==> config.mk <==
export PLATFORM = sky130hd
export DESIGN_NAME = cnn_sequencer_flat
export DESIGN_NICKNAME = d
export VERILOG_FILES = /design/src/rtl/cnn_sequencer_if.sv /design/src/rtl/cnn_sequencer.sv /design/src/flat_wrapper.sv
export SDC_FILE = /design/constraint.sdc
export NUM_CORES = 1
export LEC_CHECK = 0
export ABC_AREA = 1
export ABC_CLOCK_PERIOD_IN_PS = 5200
export BUFFER_PORTS_ARGS = -buffer_cell sky130_fd_sc_hd__buf_2
export CORE_MARGIN = 2
export CORE_UTILIZATION = 40
export CTS_CLUSTER_SIZE = 25
export DETAILED_ROUTE_END_ITERATION = 12
export REMOVE_ABC_BUFFERS = 1
export SLEW_MARGIN = 20
export SYNTH_ARGS = -nofsm -noshare
export SYNTH_HDL_FRONTEND = slang
export SYNTH_SLANG_ARGS = --single-unit
==> constraint.sdc <==
create_clock -name CNN_Sequencer_CLOCK_50 -period 5.2 [get_ports CNN_Sequencer_CLOCK_50]
set_input_delay 0.26 -clock CNN_Sequencer_CLOCK_50 [delete_from_list [all_inputs] [get_ports CNN_Sequencer_CLOCK_50]]
set_output_delay 0.26 -clock CNN_Sequencer_CLOCK_50 [all_outputs]
set_load 0.05 [all_outputs]
==> src/rtl/cnn_sequencer_if.sv <==
// Request/response bundle between the SPI control unit, the CNN core and the sequencer.
// The master side drives requests and CNN results; the slave side is the sequencer.
interface cnn_sequencer_if #(
    parameter int DATAWIDTH_BUS = 8,
    parameter int ADDRESS_WIDTH = 16,
    parameter int PRED_WIDTH    = 4
) ();
    logic                     CNN_Sequencer_Data_Ready;
    logic                     CNN_Sequencer_Is_Weight;
    logic [DATAWIDTH_BUS-1:0] CNN_Sequencer_Weight_InBUS;
    logic [ADDRESS_WIDTH-1:0] CNN_Sequencer_Addr_InBUS;
    logic                     CNN_Sequencer_Done;
    logic [PRED_WIDTH-1:0]    CNN_Sequencer_Prediction_InBUS;
    logic                     CNN_Sequencer_Start;
    logic [DATAWIDTH_BUS-1:0] CNN_Sequencer_Weight_OutBUS;
    logic [ADDRESS_WIDTH-1:0] CNN_Sequencer_Addr_OutBUS;
    logic                     CNN_Sequencer_LoadWeight_InLow;
    logic [PRED_WIDTH-1:0]    CNN_Sequencer_Prediction_OutBUS;
    logic                     CNN_Sequencer_Result_Valid;
    logic                     CNN_Sequencer_Busy;
    logic                     CNN_Sequencer_Overflow;
    logic                     CNN_Sequencer_Timeout;

    modport master (
        output CNN_Sequencer_Data_Ready, CNN_Sequencer_Is_Weight, CNN_Sequencer_Weight_InBUS,
               CNN_Sequencer_Addr_InBUS, CNN_Sequencer_Done, CNN_Sequencer_Prediction_InBUS,
        input  CNN_Sequencer_Start, CNN_Sequencer_Weight_OutBUS, CNN_Sequencer_Addr_OutBUS,
               CNN_Sequencer_LoadWeight_InLow, CNN_Sequencer_Prediction_OutBUS,
               CNN_Sequencer_Result_Valid, CNN_Sequencer_Busy, CNN_Sequencer_Overflow,
               CNN_Sequencer_Timeout
    );

    modport slave (
        input  CNN_Sequencer_Data_Ready, CNN_Sequencer_Is_Weight, CNN_Sequencer_Weight_InBUS,
               CNN_Sequencer_Addr_InBUS, CNN_Sequencer_Done, CNN_Sequencer_Prediction_InBUS,
        output CNN_Sequencer_Start, CNN_Sequencer_Weight_OutBUS, CNN_Sequencer_Addr_OutBUS,
               CNN_Sequencer_LoadWeight_InLow, CNN_Sequencer_Prediction_OutBUS,
               CNN_Sequencer_Result_Valid, CNN_Sequencer_Busy, CNN_Sequencer_Overflow,
               CNN_Sequencer_Timeout
    );
endinterface

==> src/rtl/cnn_sequencer.sv <==
// Sequences weight writes and inference runs for a CNN core: queues weight writes,
// merges image requests, starts inference and supervises it with a timeout.
module cnn_sequencer #(
    parameter int DATAWIDTH_BUS  = 8,
    parameter int ADDRESS_WIDTH  = 16,
    parameter int FIFO_DEPTH     = 4,
    parameter int PRED_WIDTH     = 4,
    parameter int TIMEOUT_CYCLES = 65535
) (
    input  logic           CNN_Sequencer_CLOCK_50,
    input  logic           CNN_Sequencer_RESET_InHigh,
    cnn_sequencer_if.slave bus
);
    localparam int PW = $clog2(FIFO_DEPTH);
    localparam int CW = PW + 1;
    localparam int TW = $clog2(TIMEOUT_CYCLES + 1);
    localparam int EW = ADDRESS_WIDTH + DATAWIDTH_BUS;
    localparam logic [CW-1:0] FULL_COUNT = CW'(FIFO_DEPTH);
    localparam logic [TW-1:0] TIMER_LAST = TW'(TIMEOUT_CYCLES - 1);

    typedef enum logic [1:0] {IDLE, WLOAD, START, RUN} state_t;

    logic clk;
    logic rst;
    assign clk = CNN_Sequencer_CLOCK_50;
    assign rst = CNN_Sequencer_RESET_InHigh;

    logic [EW-1:0]            mem [FIFO_DEPTH];
    logic [PW-1:0]            wr_ptr;
    logic [PW-1:0]            rd_ptr;
    logic [CW-1:0]            count;
    logic                     pending;
    logic [TW-1:0]            timer;
    state_t                   state;
    logic                     start_q;
    logic                     load_n_q;
    logic [DATAWIDTH_BUS-1:0] weight_q;
    logic [ADDRESS_WIDTH-1:0] addr_q;
    logic [PRED_WIDTH-1:0]    pred_q;
    logic                     valid_q;
    logic                     overflow_q;
    logic                     timeout_q;

    logic                     push;
    logic                     image_req;
    logic                     empty;
    logic                     full;
    logic                     pop;
    logic                     push_ok;
    logic [ADDRESS_WIDTH-1:0] head_addr;
    logic [DATAWIDTH_BUS-1:0] head_weight;

    assign push      = bus.CNN_Sequencer_Data_Ready & bus.CNN_Sequencer_Is_Weight;
    assign image_req = bus.CNN_Sequencer_Data_Ready & ~bus.CNN_Sequencer_Is_Weight;
    assign empty     = (count == '0);
    assign full      = (count == FULL_COUNT);
    // The queue drains only from IDLE/WLOAD, so weights are frozen while the CNN runs.
    assign pop       = ((state == IDLE) || (state == WLOAD)) && !empty;
    assign push_ok   = push && (!full || pop);
    assign {head_addr, head_weight} = mem[rd_ptr];

    // NOTE: queue storage carries no reset; pointers and count alone decide which entries are live.
    always_ff @(posedge clk) begin
        if (push_ok) mem[wr_ptr] <= {bus.CNN_Sequencer_Addr_InBUS, bus.CNN_Sequencer_Weight_InBUS};
    end

    // NOTE: all sequential state uses <= so every register samples pre-edge values.
    always_ff @(posedge clk or posedge rst) begin
        if (rst) begin
            wr_ptr     <= '0;
            rd_ptr     <= '0;
            count      <= '0;
            overflow_q <= 1'b0;
        end else begin
            if (push_ok) wr_ptr <= wr_ptr + PW'(1);
            if (pop)     rd_ptr <= rd_ptr + PW'(1);
            case ({push_ok, pop})
                2'b10:   count <= count + CW'(1);
                2'b01:   count <= count - CW'(1);
                default: count <= count;
            endcase
            if (push && full && !pop) overflow_q <= 1'b1;
        end
    end

    // Image requests merge into one flag; it is consumed when IDLE launches an inference.
    always_ff @(posedge clk or posedge rst) begin
        if (rst)                                     pending <= 1'b0;
        else if (image_req)                          pending <= 1'b1;
        else if ((state == IDLE) && empty && pending) pending <= 1'b0;
    end

    always_ff @(posedge clk or posedge rst) begin
        if (rst) begin
            state     <= IDLE;
            timer     <= '0;
            start_q   <= 1'b0;
            load_n_q  <= 1'b1;
            weight_q  <= '0;
            addr_q    <= '0;
            pred_q    <= '0;
            valid_q   <= 1'b0;
            timeout_q <= 1'b0;
        end else begin
            case (state)
                IDLE: begin
                    if (!empty) begin
                        state    <= WLOAD;
                        load_n_q <= 1'b0;
                        addr_q   <= head_addr;
                        weight_q <= head_weight;
                    end else if (pending) begin
                        state   <= START;
                        start_q <= 1'b1;
                        valid_q <= 1'b0;
                        timer   <= '0;
                    end
                end
                WLOAD: begin
                    if (!empty) begin
                        addr_q   <= head_addr;
                        weight_q <= head_weight;
                    end else begin
                        state    <= IDLE;
                        load_n_q <= 1'b1;
                        addr_q   <= '0;
                        weight_q <= '0;
                    end
                end
                START: begin
                    start_q <= 1'b0;
                    state   <= RUN;
                end
                RUN: begin
                    if (bus.CNN_Sequencer_Done) begin
                        pred_q  <= bus.CNN_Sequencer_Prediction_InBUS;
                        valid_q <= 1'b1;
                        state   <= IDLE;
                    end else if (timer == TIMER_LAST) begin
                        timeout_q <= 1'b1;
                        state     <= IDLE;
                    end else begin
                        timer <= timer + TW'(1);
                    end
                end
                default: state <= IDLE;
            endcase
        end
    end

    assign bus.CNN_Sequencer_Start            = start_q;
    assign bus.CNN_Sequencer_LoadWeight_InLow = load_n_q;
    assign bus.CNN_Sequencer_Weight_OutBUS    = weight_q;
    assign bus.CNN_Sequencer_Addr_OutBUS      = addr_q;
    assign bus.CNN_Sequencer_Prediction_OutBUS = pred_q;
    assign bus.CNN_Sequencer_Result_Valid     = valid_q;
    assign bus.CNN_Sequencer_Overflow         = overflow_q;
    assign bus.CNN_Sequencer_Timeout          = timeout_q;
    assign bus.CNN_Sequencer_Busy             = (state != IDLE) || !empty || pending;
endmodule
==> src/flat_wrapper.sv <==
// flat-port wrapper written by rule: the top's interface ports become plain ports
module cnn_sequencer_flat 
#(
    parameter int DATAWIDTH_BUS  = 8,
    parameter int ADDRESS_WIDTH  = 16,
    parameter int FIFO_DEPTH     = 4,
    parameter int PRED_WIDTH     = 4,
    parameter int TIMEOUT_CYCLES = 65535
)
  (CNN_Sequencer_CLOCK_50, CNN_Sequencer_RESET_InHigh, bus_CNN_Sequencer_Data_Ready, bus_CNN_Sequencer_Is_Weight, bus_CNN_Sequencer_Weight_InBUS, bus_CNN_Sequencer_Addr_InBUS, bus_CNN_Sequencer_Done, bus_CNN_Sequencer_Prediction_InBUS, bus_CNN_Sequencer_Start, bus_CNN_Sequencer_Weight_OutBUS, bus_CNN_Sequencer_Addr_OutBUS, bus_CNN_Sequencer_LoadWeight_InLow, bus_CNN_Sequencer_Prediction_OutBUS, bus_CNN_Sequencer_Result_Valid, bus_CNN_Sequencer_Busy, bus_CNN_Sequencer_Overflow, bus_CNN_Sequencer_Timeout);
  cnn_sequencer_if #(.DATAWIDTH_BUS(DATAWIDTH_BUS), .ADDRESS_WIDTH(ADDRESS_WIDTH), .PRED_WIDTH(PRED_WIDTH)) bus_i ();
  input  logic CNN_Sequencer_CLOCK_50;
  input  logic CNN_Sequencer_RESET_InHigh;
  input wire logic [$bits(bus_i.CNN_Sequencer_Data_Ready)-1:0] bus_CNN_Sequencer_Data_Ready;
  input wire logic [$bits(bus_i.CNN_Sequencer_Is_Weight)-1:0] bus_CNN_Sequencer_Is_Weight;
  input wire logic [$bits(bus_i.CNN_Sequencer_Weight_InBUS)-1:0] bus_CNN_Sequencer_Weight_InBUS;
  input wire logic [$bits(bus_i.CNN_Sequencer_Addr_InBUS)-1:0] bus_CNN_Sequencer_Addr_InBUS;
  input wire logic [$bits(bus_i.CNN_Sequencer_Done)-1:0] bus_CNN_Sequencer_Done;
  input wire logic [$bits(bus_i.CNN_Sequencer_Prediction_InBUS)-1:0] bus_CNN_Sequencer_Prediction_InBUS;
  output wire logic [$bits(bus_i.CNN_Sequencer_Start)-1:0] bus_CNN_Sequencer_Start;
  output wire logic [$bits(bus_i.CNN_Sequencer_Weight_OutBUS)-1:0] bus_CNN_Sequencer_Weight_OutBUS;
  output wire logic [$bits(bus_i.CNN_Sequencer_Addr_OutBUS)-1:0] bus_CNN_Sequencer_Addr_OutBUS;
  output wire logic [$bits(bus_i.CNN_Sequencer_LoadWeight_InLow)-1:0] bus_CNN_Sequencer_LoadWeight_InLow;
  output wire logic [$bits(bus_i.CNN_Sequencer_Prediction_OutBUS)-1:0] bus_CNN_Sequencer_Prediction_OutBUS;
  output wire logic [$bits(bus_i.CNN_Sequencer_Result_Valid)-1:0] bus_CNN_Sequencer_Result_Valid;
  output wire logic [$bits(bus_i.CNN_Sequencer_Busy)-1:0] bus_CNN_Sequencer_Busy;
  output wire logic [$bits(bus_i.CNN_Sequencer_Overflow)-1:0] bus_CNN_Sequencer_Overflow;
  output wire logic [$bits(bus_i.CNN_Sequencer_Timeout)-1:0] bus_CNN_Sequencer_Timeout;
  assign bus_i.CNN_Sequencer_Data_Ready = bus_CNN_Sequencer_Data_Ready;
  assign bus_i.CNN_Sequencer_Is_Weight = bus_CNN_Sequencer_Is_Weight;
  assign bus_i.CNN_Sequencer_Weight_InBUS = bus_CNN_Sequencer_Weight_InBUS;
  assign bus_i.CNN_Sequencer_Addr_InBUS = bus_CNN_Sequencer_Addr_InBUS;
  assign bus_i.CNN_Sequencer_Done = bus_CNN_Sequencer_Done;
  assign bus_i.CNN_Sequencer_Prediction_InBUS = bus_CNN_Sequencer_Prediction_InBUS;
  assign bus_CNN_Sequencer_Start = bus_i.CNN_Sequencer_Start;
  assign bus_CNN_Sequencer_Weight_OutBUS = bus_i.CNN_Sequencer_Weight_OutBUS;
  assign bus_CNN_Sequencer_Addr_OutBUS = bus_i.CNN_Sequencer_Addr_OutBUS;
  assign bus_CNN_Sequencer_LoadWeight_InLow = bus_i.CNN_Sequencer_LoadWeight_InLow;
  assign bus_CNN_Sequencer_Prediction_OutBUS = bus_i.CNN_Sequencer_Prediction_OutBUS;
  assign bus_CNN_Sequencer_Result_Valid = bus_i.CNN_Sequencer_Result_Valid;
  assign bus_CNN_Sequencer_Busy = bus_i.CNN_Sequencer_Busy;
  assign bus_CNN_Sequencer_Overflow = bus_i.CNN_Sequencer_Overflow;
  assign bus_CNN_Sequencer_Timeout = bus_i.CNN_Sequencer_Timeout;
  cnn_sequencer #(.DATAWIDTH_BUS(DATAWIDTH_BUS), .ADDRESS_WIDTH(ADDRESS_WIDTH), .FIFO_DEPTH(FIFO_DEPTH), .PRED_WIDTH(PRED_WIDTH), .TIMEOUT_CYCLES(TIMEOUT_CYCLES)) u_core (.CNN_Sequencer_CLOCK_50(CNN_Sequencer_CLOCK_50), .CNN_Sequencer_RESET_InHigh(CNN_Sequencer_RESET_InHigh), .bus(bus_i));
endmodule
---- After elaboration in Yosys (flattened, before gate mapping) ----
Memory sizes are Yosys's and may differ from the RTL's.
Cells that the tools add are included.
word-level totals
  output and inout port bits .............. 34
  logic and storage cells ................. 101
  bits in writable memories ............... 96
  register bits after elaboration ......... 59
  input port bits ......................... 33
  memories kept ........................... 1
memory list
  memory      depth  bits a word  read ports  clocked after Yosys merged registers in  wr ports  RTL line             text
  u_core.mem  4      24           1           0                                        1         cnn_sequencer.sv:28  logic [EW-1:0] mem [FIFO_DEPTH];
cells by class
  reduce and logical (&&, ||, !) cells .... 29
  bitwise operators ....................... 4
  mux-type cells .......................... 32
  add/subtract/negate cells ............... 5
  equal/unequal tests ..................... 16
operators by type and width
  kind                                            count
  two-way mux 16 bit                              6
  one-hot mux 16 bit (2 select lines)             2
  adder 16 x 1 -> 16 bit (second input constant)  1
  == test 16 bit (second input constant)          1
  two-way mux 8 bit                               2
  one-hot mux 8 bit (2 select lines)              1
  AND reduction 3 bit                             4
  nonzero test 2 bit                              6
  two-way mux 1 bit                               11
  two-way mux 2 bit                               5
  != test 2 bit (second input constant)           4
  one-hot mux 2 bit (4 select lines)              1
  == test 2 bit (second input constant)           3
  logical AND 1 bit                               6
  != test 2 x 1 -> 1 bit (second input constant)  3
  != test 3 x 2 -> 1 bit (second input constant)  2
  one-hot mux 1 bit (2 select lines)              3
  one-hot mux 3 bit (2 select lines)              1
  AND reduction 5 bit                             1
  adder 2 x 1 -> 2 bit (second input constant)    2
  == test 2 x 1 -> 1 bit (second input constant)  2
  logical OR 1 bit                                4
  AND reduction 2 bit                             2
  AND reduction 4 bit                             1
  other kinds (8)                                 12

---- Logic depth before layout (Yosys ltp) ----
Gate-level depths: netlist (run 1).
  depth after elaboration ................. 7
  mapped depth ............................ 12
  gate-level depth less buffers ........... 12

---- Worst setup path after synthesis (run 1) ----
Ideal clock, no wire load.
  path type ............................... register -> register
  start ................................... register u_core.state[1]
  end ..................................... memory u_core.mem[0][0] in the netlist's numbering, enable pin
  data arrival time ....................... 1.980 ns
  stages on the path, launching flop included .. 6
  setup slack ............................. 2.815 ns
  clock period less this slack ............ 2.385 ns
  setup time .............................. 0.405 ns
  path buffers ............................ 0
  required time ........................... 4.795 ns
  path through ............................ dfrtp_1 -> nand2_1 -> inv_1 -> a21oi_1 -> inv_1 -> nor2_1
on the way
  longest elaborated chain between the ends .. 7
  elaborated cells between the ends (all ways) .. 8
  those cells by class .................... eq/ne: 1; mux: 2; reduce/logical: 5
ends and longest elaborated chain
  what                                                         RTL line              text
  start: declaration                                           cnn_sequencer.sv:34   state_t state;
  start signal: assignment                                     cnn_sequencer.sv:95   state <= IDLE;
  start signal: assignment                                     cnn_sequencer.sv:108  state <= WLOAD;
  start signal: assignment                                     cnn_sequencer.sv:113  state <= START;
  == test 2 x 1 -> 1 bit or logical NOT 2 bit (tied branches)  cnn_sequencer.sv:58   assign pop = ((state == IDLE) || (state == WLOAD)) && !empty;
  logical OR 1 bit (*)                                         cnn_sequencer.sv:58
  logical AND 1 bit (*)                                        cnn_sequencer.sv:58
  logical OR 1 bit (*)                                         cnn_sequencer.sv:59   assign push_ok = push && (!full || pop);
  logical AND 1 bit (*)                                        cnn_sequencer.sv:59
  two-way mux 1 bit (*)                                        cnn_sequencer.sv:64   if (push_ok) mem[wr_ptr] <= {bus.CNN_Sequencer_Addr_InBUS, bus.CNN_Sequencer_Weight_InBUS};
  two-way mux 1 bit (implied by the code) (*)                  cnn_sequencer.sv:64
  end: declaration                                             cnn_sequencer.sv:28
Mark *: on every way between the ends. The rest lies on a longest branch, timed or not.

---- Worst setup path after layout (run 1) ----
  start ................................... register u_core.count[0]
  end ..................................... register u_core.count[2]
on the way
  longest elaborated chain between the ends .. 7
  elaborated cells between the ends (all ways) .. 13
  those cells by class .................... add/sub: 2; eq/ne: 3; mux: 1; reduce/logical: 7
ends and longest elaborated chain
  what                                                                      RTL line             text
  start: declaration                                                        cnn_sequencer.sv:31  logic [CW-1:0] count;
  start signal: assignment                                                  cnn_sequencer.sv:78  2'b10: count <= count + CW'(1);
  start signal: assignment                                                  cnn_sequencer.sv:79  2'b01: count <= count - CW'(1);
  start signal: assignment                                                  cnn_sequencer.sv:80  default: count <= count;
  logical NOT 3 bit                                                         cnn_sequencer.sv:55  assign empty = (count == '0);
  logical NOT 1 bit                                                         cnn_sequencer.sv:58
  logical AND 1 bit                                                         cnn_sequencer.sv:58
  logical OR 1 bit                                                          cnn_sequencer.sv:59
  logical AND 1 bit                                                         cnn_sequencer.sv:59
  == test 2 x 1 -> 1 bit or == test 2 bit (tied branches)                   cnn_sequencer.sv:77  case ({push_ok, pop})
  one-hot mux 3 bit (2 select lines) or nonzero test 2 bit (tied branches)  -
Parallel ways exist; a longest one is shown, timed or not.
A chain may end at the register's enable or synchronous reset.

==> impl_metrics.yaml, run 1 <==
critical_path:
  critical_path_class: "reg -> reg"
  timing.critical_path.mode_cell: "nand2_1"
  critPathRequiredTime_ns: 5.51
  endpoint_kind: "register"
  max_stage_delay_ns: 0.47
  reg2reg_setup_slack_ns: 2.87
  cp_cell_sequence: "nor2_1 -> nand2_1 -> nand2_2 -> inv_2 -> nand2_1 -> fa_1 -> inv_1 -> nand3_1 -> nand2_1 -> nand2_1 -> nand2_1 -> inv_1"
  slowest_stage: "inv_2"
  crit_fanout: 30
  critPathArrivalTime_ns: 2.64
  start_kind: "register"
sta:
  finalCritPeriodShare_pct: 44.73
  worst_slew_pin_slew_ns: 0.8916
  period_minus_slack_ns: 2.326
  grt_setup_unrepaired: "false"
  timing.fmax_mhz: 429.9
  setup_viol: 0
  slew_viol_final: 0
  hold_violations: 0
  fin_tns_setup_ns: 0
  fin_skew_ns: 0.007606
  maxSlewHeadroom_pct: 40.49
synth:
  ys_seq_elements: 155
  syn_avg_cell_area_sq_um: 10.85
  synth_area_leaders: "edfxtp_1, dfrtp_1, nand2_1"
  synth_most_common_cell: "nand2_1"
  synth-edff-count: 96
  yosys.cell_types.count: 38
  yosys.area.top_type: "edfxtp_1"
  syn_area_sq_um: 6529
  ys_seq_area_share_pct: 66.79
  async_flop_share_pct: 38.06
  syn_inst: 602
  netlist.area_leader.share_pct: 44.15
  synth_ff_type: "edfxtp_1"
  synth_common_cells: "nand2_1, edfxtp_1, nor2_1"
  yosysWarnings: 0
floorplanning:
  num_io_pins: 67
  dieWidth_um: 131.8
  num_rows: 46
  start_util_pct: 40.95
  core_sq_um: 15940
  die_y_um: 131.8
  die_area_sq_um: 17360
power:
  peakVddDrop_uv: 437.9
  leakagePower_uw: 0.003170
  p_per_area_nw_per_um2: 584.6
  finalPower_uw: 4483
final_layout:
  fin_util_pct: 48.10
  finalNetCount: 712
  syn2layout_area_growth_pct: 17.46
  drive_gt1_share_pct: 22.48
cts:
  numCtsBuffers: 17
  cts_tree: "done"
  cts.repair.resized: 0
  cts_sinks: 155
  clkTransAtPathRegs_ns: 0.07
  post-cts-setup-buffers: 0
  clockBufferDepth: 2
  hold_buffers: 0
  cts_root_buf: "clkbuf_16"
  htreeDepth: 4
  clk_latency_ns: 0.42
grt:
  grtUsageTotal_pct: 16.93
  antenna_found_initial: 2
  grt_pass1_wl_mm: 23.16
  grt_pass1_vias: 4538
  grt_max_degree: 60
  gr-total-overflow: 0
detailed_routing:
  num_vias: 4441
  drt_wl_total_mm: 13.90
  via_per_inst: 4.924
  drt-wirelength-per-cell_um: 15.41
  ant_nets: 0
  drc: 0
  drt_iter0_drc: 345
  drt_first_pass_iters: 5
hold_path:
  hp-class: "in -> reg"
placement:
  numPortBuffers: 66
  gp_congestion: 0.8148
  hpwl_mm: 8.517
outcome:
  status: "finished, final reports clean"
flow_run:
  cap_violations: 0
## path summary, 6_finish.rpt
path | start | to | depth (start not counted)
hold reg to reg | u_core.bus.CNN_Sequencer_Overflow$_DFFE_PP0P_ | u_core.bus.CNN_Sequencer_Overflow$_DFFE_PP0P_ | 1
setup reg to reg | u_core.count[0]$_DFFE_PP0P_ | u_core.count[2]$_DFFE_PP0P_ | 12
max in group asynchronous | CNN_Sequencer_RESET_InHigh | u_core.bus.CNN_Sequencer_Weight_OutBUS[0]$_DFFE_PP0P_ | 3
min in group asynchronous | CNN_Sequencer_RESET_InHigh | u_core.pending$_DFFE_PP0P_ | 3
hold / removal | bus_CNN_Sequencer_Addr_InBUS[10] | u_core.mem[1][18]$_DFFE_PP_ | 1
setup / recovery | u_core.count[0]$_DFFE_PP0P_ | u_core.count[2]$_DFFE_PP0P_ | 12
## cells by family (layout without fill, tap and decap cells)
logic type | Yosys count | count (layout) | share of synthesized area, %
other cells | 0 | 1 | 0
buf+inv | 61 | 144 | 3.967
xor+xnor | 8 | 8 | 1.073
flops | 155 | 155 | 66.79
simple gates | 280 | 280 | 18.65
compound gates | 87 | 87 | 7.378
fa+ha+maj | 7 | 7 | 1.456
mux | 4 | 4 | 0.6899
## metal layers
layer	part of all wire (%)	global-route usage, %	up-vias
met4	1.1	4.891	0
met5	0	0	-
met1	45	21.86	2157
met3	5.2	4.960	17
li1	-	-	2164
met2	48	27.92	103
## area by class of cell
cell class                      count  area [sq um]
Clock inverter                     14         158.9
Fill cell                        1467          8274
Inverter                           40         150.1
Clock buffer                       18         429.2
Tap cell                          216         270.3
Antenna cell                        1         2.502
Sequential cell                   155          4360
Timing Repair Buffer               72         375.4
Multi-Input combinational cell    386          1922
## critical path: cells and delay by family (launching register included)
kind	cells	cell delay, ns
fa+ha+maj	1	0.45
buf+inv	3	0.57
flops	1	0.38
simple gates	8	0.82
## power breakdown
| part | leakage (uW) | switching [uW] | internal (uW) |
|---|---|---|---|
| sequential | 0.00160 | 151 | 1570 |
| combinational | 0.00128 | 1150 | 385 |
| clock | 0.000282 | 513 | 718 |
| total | 0.00317 | 1810 | 2670 |
## flip-flops by register name, indices dropped and copies added (netlist names), 2 cells and up
| register | flops |
|---|---|
| u_core.rd_ptr | 2 |
| u_core.bus.CNN_Sequencer_Prediction_OutBUS | 4 |
| u_core.timer | 16 |
| u_core.count | 3 |
| u_core.wr_ptr | 2 |
| u_core.bus.CNN_Sequencer_Addr_OutBUS | 16 |
| u_core.state | 2 |
| u_core.mem | 96 |
| u_core.bus.CNN_Sequencer_Weight_OutBUS | 8 |
## metrics by stage
step	hold slack (ns)	setup slack, ns	instances	cell area (sq um)
global route	0.03898	2.651	901	7666
CTS	0.03576	2.874	901	7664
finish	0.05114	2.874	902	7669
global placement	0.4542	2.945	869	7076
floorplan	0.3589	2.815	581	6420
detailed placement	0.4597	2.892	869	7076
## placed cells by master (no fill, tap or decap), drive strengths merged, types with 3 or more instances in the layout
| master | count |
|---|---|
| nand2 | 169 |
| edfxtp | 96 |
| nor2 | 80 |
| buf | 72 |
| dfrtp | 58 |
| o21ai | 53 |
| inv | 45 |
| o22ai | 25 |
| nand3 | 19 |
| clkbuf | 18 |
| xor2 | 7 |
| ha | 6 |
| o21bai | 4 |
| a21oi | 4 |
| mux2 | 4 |
| clkinv | 4 |
| clkinvlp | 3 |
| nor3 | 3 |
| or2 | 3 |
(Power assumes the default switching activity.)
==> run 2: changes to the inputs <==
--- a/config.mk
+++ b/config.mk
@@ -5,8 +5,8 @@
 export SDC_FILE = /design/constraint.sdc
 export NUM_CORES = 1
 export LEC_CHECK = 0
-export ABC_AREA = 1
-export ABC_CLOCK_PERIOD_IN_PS = 5200
+export ABC_AREA = 0
+export ABC_CLOCK_PERIOD_IN_PS = 1900
 export BUFFER_PORTS_ARGS = -buffer_cell sky130_fd_sc_hd__buf_2
 export CORE_MARGIN = 2
 export CORE_UTILIZATION = 40
==> constraint.sdc (replaced) <==
create_clock -name CNN_Sequencer_CLOCK_50 -period 1.9 [get_ports CNN_Sequencer_CLOCK_50]
set_input_delay 0.095 -clock CNN_Sequencer_CLOCK_50 [delete_from_list [all_inputs] [get_ports CNN_Sequencer_CLOCK_50]]
set_output_delay 0.095 -clock CNN_Sequencer_CLOCK_50 [all_outputs]
set_load 0.05 [all_outputs]
==> impl_metrics.yaml, run 2 <==
outcome:
  status: "finished, final reports clean"
grt:
  gr-total-overflow: 0
  grt_pass1_vias: 3875
  grt_pass1_wl_mm: 20.61
  antenna_found_initial: 0
  grtUsageTotal_pct: 16.62
  grt_max_degree: 30
final_layout:
  largest_register: "u_core.mem"
  fin_util_pct: 52.21
  diodes: 0
  drive_gt1_share_pct: 32.82
  finalNetCount: 542
  final_cell_mix: "edfxtp_1, buf_2, dfrtp_1, dlygate4sd3_1"
  final_common_cell: "edfxtp_1"
  syn2layout_area_growth_pct: 28.06
  largest_register_ffs: 96
cts:
  cts_sinks: 155
  clk_latency_ns: 0.41
  clockBufferDepth: 2
  cts_root_buf: "clkbuf_16"
  cts_tree: "done"
  clkTransAtPathRegs_ns: 0.06
  numCtsBuffers: 17
  htreeDepth: 4
critical_path:
  crit_fanout: 7
  worst-path-buf-inv: 1
  reg2regPathDepth: 6
  endpoint_kind: "register"
  critPathRequiredTime_ns: 2.20
  critPathArrivalTime_ns: 2.10
  slowest_stage: "or3_4"
  start_kind: "register"
  r2r_end: "u_core.timer[13]$_DFFE_PP0P_"
  cp_cell_sequence: "or3_4 -> nor4_2 -> a21oi_2 -> buf_4 -> a21o_1 -> a22o_1"
  timing.rr.start: "u_core.count[1]$_DFFE_PP0P_"
  reg2reg_setup_slack_ns: 0.10
  max_stage_delay_ns: 0.43
  critical_path_class: "reg -> reg"
  critPathTopFamily: "simple AND/OR/NAND/NOR gates"
detailed_routing:
  via_per_inst: 5.256
  drt_wl_total_mm: 12.53
  num_vias: 3695
  drc: 0
  ant_nets: 0
  drt_first_pass_iters: 4
  drt_iter0_drc: 197
  drt-wirelength-per-cell_um: 17.83
hold_path:
  worstHoldEndpoint: "u_core.timer[9]$_DFFE_PP0P_"
  min-delay-start: "bus_CNN_Sequencer_Done"
  hold_depth: 5
  hp-class: "in -> reg"
synth:
  synth_area_leaders: "edfxtp_1, dfrtp_1, mux4_2"
  synth_most_common_cell: "edfxtp_1"
  synth_ff_type: "edfxtp_1"
  async_flop_share_pct: 38.06
  syn_area_sq_um: 6175
  yosysWarnings: 0
  synth-edff-count: 96
  syn_inst: 376
  syn_avg_cell_area_sq_um: 16.42
  yosys.cell_types.count: 47
  synth_common_cells: "edfxtp_1, dfrtp_1, a22o_1, nand2_1, mux4_2"
  ys_seq_elements: 155
  ys_seq_area_share_pct: 70.62
  netlist.area_leader.share_pct: 46.69
  yosys.area.top_type: "edfxtp_1"
power:
  leakagePower_uw: 0.003150
  finalPower_uw: 12420
  peakVddDrop_uv: 1192
  p_per_area_nw_per_um2: 1571
floorplanning:
  die_y_um: 128.2
  start_util_pct: 40.77
  dieWidth_um: 128.2
  num_rows: 45
  num_io_pins: 67
  die_area_sq_um: 16450
  core_sq_um: 15150
sta:
  setup_slack_ns: 0.1005
  maxSlewHeadroom_pct: 63.38
  hold_violations: 0
  period_minus_slack_ns: 1.800
  setup_viol: 0
  slew_viol_final: 0
  worst_slew_pin_slew_ns: 0.5485
  finalCritPeriodShare_pct: 94.71
  fin_skew_ns: 0.009326
  whs_ns: 0.1507
  fin_tns_setup_ns: 0
  timing.fmax_mhz: 555.7
flow_run:
  cap_violations: 0
placement:
  gp_congestion: 0.8861
  pre_cts_slack_ns: 0.1133
  numPortBuffers: 66
  hpwl_mm: 7.905
[run 2: cell type report]
class | count | area [sq um]
clock buffer | 18 | 439.2
clock inverter | 14 | 153.9
sequential | 155 | 4362
multi-input combinational | 188 | 1702
tap | 188 | 235.2
inverter | 16 | 60.06
timing repair buffer | 124 | 955.9
fill | 1225 | 7238
[run 2: per-layer routing]
layer	share of wire, %	track usage (%)	wire [um]
met1	45	21.86	5649
met5	0	0	0
met4	0.65	4.460	82
met2	49	26.69	6100
met3	5.6	5.509	699
[run 2: timing repair]
item | 4_1_cts | 5_1_grt
setup buffers | 0 | 1
pin swaps | 0 | 0
resized for setup | 1 | 4
endpoints found under the setup margin | 1 | 8
hold buffers | 31 | 0
endpoints found under the hold margin | 121 | 0
[run 2: metrics by stage]
step                      instances  area, sq um
after floorplan                 359         6095
after global placement          639         6972
after detailed placement        639         6972
after CTS                       702         7880
after global routing            703         7908
final                           703         7908
[run 2: how the worst max path moves through the flow]
stage | from | slack (ns) | endpoint | cells after the start
3_5_place_dp | u_core.count[1]$_DFFE_PP0P_ | 0.11 | u_core.timer[13]$_DFFE_PP0P_ | 6
2_1_floorplan | u_core.state[1]$_DFFE_PP0P_ | -0.76 | u_core.count[2]$_DFFE_PP0P_ | 6
6_report | u_core.count[1]$_DFFE_PP0P_ | 0.10 | u_core.timer[13]$_DFFE_PP0P_ | 6
3_3_place_gp | u_core.count[1]$_DFFE_PP0P_ | 0.15 | u_core.timer[13]$_DFFE_PP0P_ | 6
4_1_cts | u_core.count[1]$_DFFE_PP0P_ | 0.05 | bus_CNN_Sequencer_Busy | 4
5_1_grt | u_core.timer[0]$_DFFE_PP0P_ | -0.02 | u_core.timer[15]$_DFFE_PP0P_ | 8
[run 2: power breakdown]
group / leakage, uW / internal [uW] / switching (uW)
clock network: 0.000292 / 2000 / 1360
registers: 0.00160 / 4330 / 511
logic: 0.00125 / 1670 / 2560
total: 0.00315 / 7990 / 4430
[run 2: tightest hold or removal path: cells and delay by family]
family / cells / cell delay [ns]
simple gates: 4 / 0.32
buf+inv: 1 / 0.10
[run 2: logic make-up after synthesis]
| logic type | share of synthesized area [%] |
|---|---|
| buffers and inverters | 2.270 |
| xor gates and xnor gates | 0.7092 |
| DFF | 70.62 |
| AOI/OAI and AO/OA | 7.862 |
| muxes | 9.807 |
| adders and majority gates | 1.540 |
| and+or+nand+nor | 7.194 |
==> run 3: changes to the inputs <==
--- a/config.mk
+++ b/config.mk
@@ -6,7 +6,7 @@
 export NUM_CORES = 1
 export LEC_CHECK = 0
 export ABC_AREA = 0
-export ABC_CLOCK_PERIOD_IN_PS = 1900
+export ABC_CLOCK_PERIOD_IN_PS = 2000
 export BUFFER_PORTS_ARGS = -buffer_cell sky130_fd_sc_hd__buf_2
 export CORE_MARGIN = 2
 export CORE_UTILIZATION = 40
==> constraint.sdc (replaced) <==
create_clock -name CNN_Sequencer_CLOCK_50 -period 2 [get_ports CNN_Sequencer_CLOCK_50]
set_input_delay 0.1 -clock CNN_Sequencer_CLOCK_50 [delete_from_list [all_inputs] [get_ports CNN_Sequencer_CLOCK_50]]
set_output_delay 0.1 -clock CNN_Sequencer_CLOCK_50 [all_outputs]
set_load 0.05 [all_outputs]
==> impl_metrics.yaml, run 3 (synthesis results as in run 2) <==
floorplanning:
  num_rows: 45
  dieWidth_um: 128.2
  die_area_sq_um: 16450
  core_sq_um: 15150
  start_util_pct: 40.77
  die_y_um: 128.2
  num_io_pins: 67
critical_path:
  crit_fanout: 5
  worst-path-buf-inv: 1
  max_stage_delay_ns: 0.45
  r2r_end: "u_core.timer[15]$_DFFE_PP0P_"
  critPathArrivalTime_ns: 1.78
  critPathRequiredTime_ns: 1.90
  critPathTopFamily: "simple AND/OR/NAND/NOR gates"
  critical_path_class: "reg -> out"
  endpoint_kind: "primary output"
  reg2regPathDepth: 7
  slowest_stage: "or3_4"
  timing.rr.start: "u_core.timer[1]$_DFFE_PP0P_"
  reg2reg_setup_slack_ns: 0.14
  cp_cell_sequence: "or3_4 -> nor3_2 -> nand2_1 -> buf_2"
  start_kind: "register"
final_layout:
  diodes: 0
  largest_register: "u_core.mem"
  finalNetCount: 547
  regArea_sq_um: 4362
  final_common_cell: "edfxtp_1"
  final_cell_mix: "edfxtp_1, buf_2, dfrtp_1, dlygate4sd3_1, a22o_1"
  drive_gt1_share_pct: 33.08
  syn2layout_area_growth_pct: 28.02
  multi_input_area_sq_um: 1705
  fillers: 1238
  fin_area_sq_um: 7905
  largest_register_ffs: 96
placement:
  numPortBuffers: 66
  dpl_cell_area_sq_um: 6974
  gp_congestion: 0.8624
  hpwl_mm: 7.938
hold_path:
  hold_depth: 4
  worstHoldEndpoint: "u_core.timer[14]$_DFFE_PP0P_"
  min-delay-start: "bus_CNN_Sequencer_Done"
  hp-class: "in -> reg"
grt:
  grt_pass1_vias: 3899
  gr-total-overflow: 0
  grt_pass1_wl_mm: 20.93
  grtUsageTotal_pct: 17.04
  antenna_found_initial: 0
  grt_max_degree: 30
outcome:
  status: "finished, final reports clean"
sta:
  grt_setup_unrepaired: "false"
  setup_viol: 0
  hold_violations: 0
  fin_skew_ns: 0.009344
  finalCritPeriodShare_pct: 93.82
  maxSlewHeadroom_pct: 63.24
  slew_viol_final: 0
  timing.fmax_mhz: 532.9
  worst_slew_pin_slew_ns: 0.5506
  period_minus_slack_ns: 1.876
detailed_routing:
  num_vias: 3655
  drt_wl_total_mm: 12.89
  drt_iter0_drc: 246
  ant_nets: 0
  drt-wirelength-per-cell_um: 18.21
  via_per_inst: 5.162
  drt_first_pass_iters: 4
  drc: 0
power:
  leakagePower_uw: 0.003158
  peakVddDrop_uv: 870.1
  finalPower_uw: 11540
  p_per_area_nw_per_um2: 1460
cts:
  htreeDepth: 4
  cts_tree: "done"
  clk_latency_ns: 0.42
  clkTransAtPathRegs_ns: 0.06
  clockBufferDepth: 2
  numCtsBuffers: 17
  cts_root_buf: "clkbuf_16"
  cts_sinks: 155
flow_run:
  cap_violations: 0
[run 3: cell types whose count changed in the layout (fill, tap and decap cells not counted), sizes merged]
cell	change
buf	+5
bufinv	-2
clkbuf	+1
clkinvlp	+1
[run 3: worst max-delay path by stage]
| stage | from | endpoint | slack [ns] | cells after the start |
|---|---|---|---|---|
| floorplan | u_core.state[1]$_DFFE_PP0P_ | u_core.count[2]$_DFFE_PP0P_ | -0.66 | 6 |
| global placement | u_core.timer[0]$_DFFE_PP0P_ | u_core.timer[6]$_DFFE_PP0P_ | 0.03 | 7 |
| detailed placement | u_core.timer[0]$_DFFE_PP0P_ | u_core.timer[6]$_DFFE_PP0P_ | -0.03 | 7 |
| CTS | u_core.count[0]$_DFFE_PP0P_ | bus_CNN_Sequencer_Busy | 0.005 | 4 |
| global route | u_core.timer[1]$_DFFE_PP0P_ | u_core.timer[15]$_DFFE_PP0P_ | 0.02 | 7 |
| finish | u_core.count[0]$_DFFE_PP0P_ | bus_CNN_Sequencer_Busy | 0.12 | 4 |
[run 3: worst min-delay path, cell delays in order]
cell	delay [ns]
buf_2	0.09
nor2_1	0.11
nand2_1	0.10
o211ai_1	0.08
[run 3: cell type report]
cell class / instances / area share (%)
sequential: 155 / 55.18
multi-input combinational: 188 / 21.57
timing repair buffer: 129 / 12.57
clock buffer: 19 / 5.603
tap: 188 / 2.976
clock inverter: 13 / 1.345
inverter: 16 / 0.7597
[run 3: power breakdown]
| group | internal (uW) | switching, uW |
|---|---|---|
| Clock | 1650 | 1320 |
| Combinational | 1560 | 2490 |
| Sequential | 4110 | 400 |
[run 3: per-stage QoR]
| stage | worst slack [ns] | TNS, ns | std cells | utilization (%) | hold WS, ns |
|---|---|---|---|---|---|
| after floorplan | -0.6560 | -4.052 | 359 | - | 0.1989 |
| after global placement | 0.03330 | 0 | 641 | 46.05 | 0.1908 |
| after detailed placement | -0.02894 | -0.02894 | 641 | 46.05 | 0.1953 |
| after CTS | 0.004884 | 0 | 704 | 51.77 | 0.07512 |
| after global routing | 0.02390 | 0 | 708 | 52.19 | 0.1428 |
| final | 0.1236 | 0 | 708 | 52.19 | 0.1089 |
[run 3: per-layer routing]
layer | vias up | track usage [%] | part of all wire [%]
met5 | - | 0 | 0
met4 | 0 | 4.719 | 0.50
met3 | 10 | 5.217 | 4.7
li1 | 1723 | - | -
met1 | 1847 | 22.29 | 45
met2 | 75 | 27.78 | 49
[run 3: what timing repair did]
item / 4_1_cts / 5_1_grt
resized for setup: 1 / 4
endpoints found under the hold margin: 119 / 0
buffers inserted: 0 / 4
pin swaps: 0 / 1
endpoints found under the setup margin: 1 / 6
hold buffers: 31 / 0
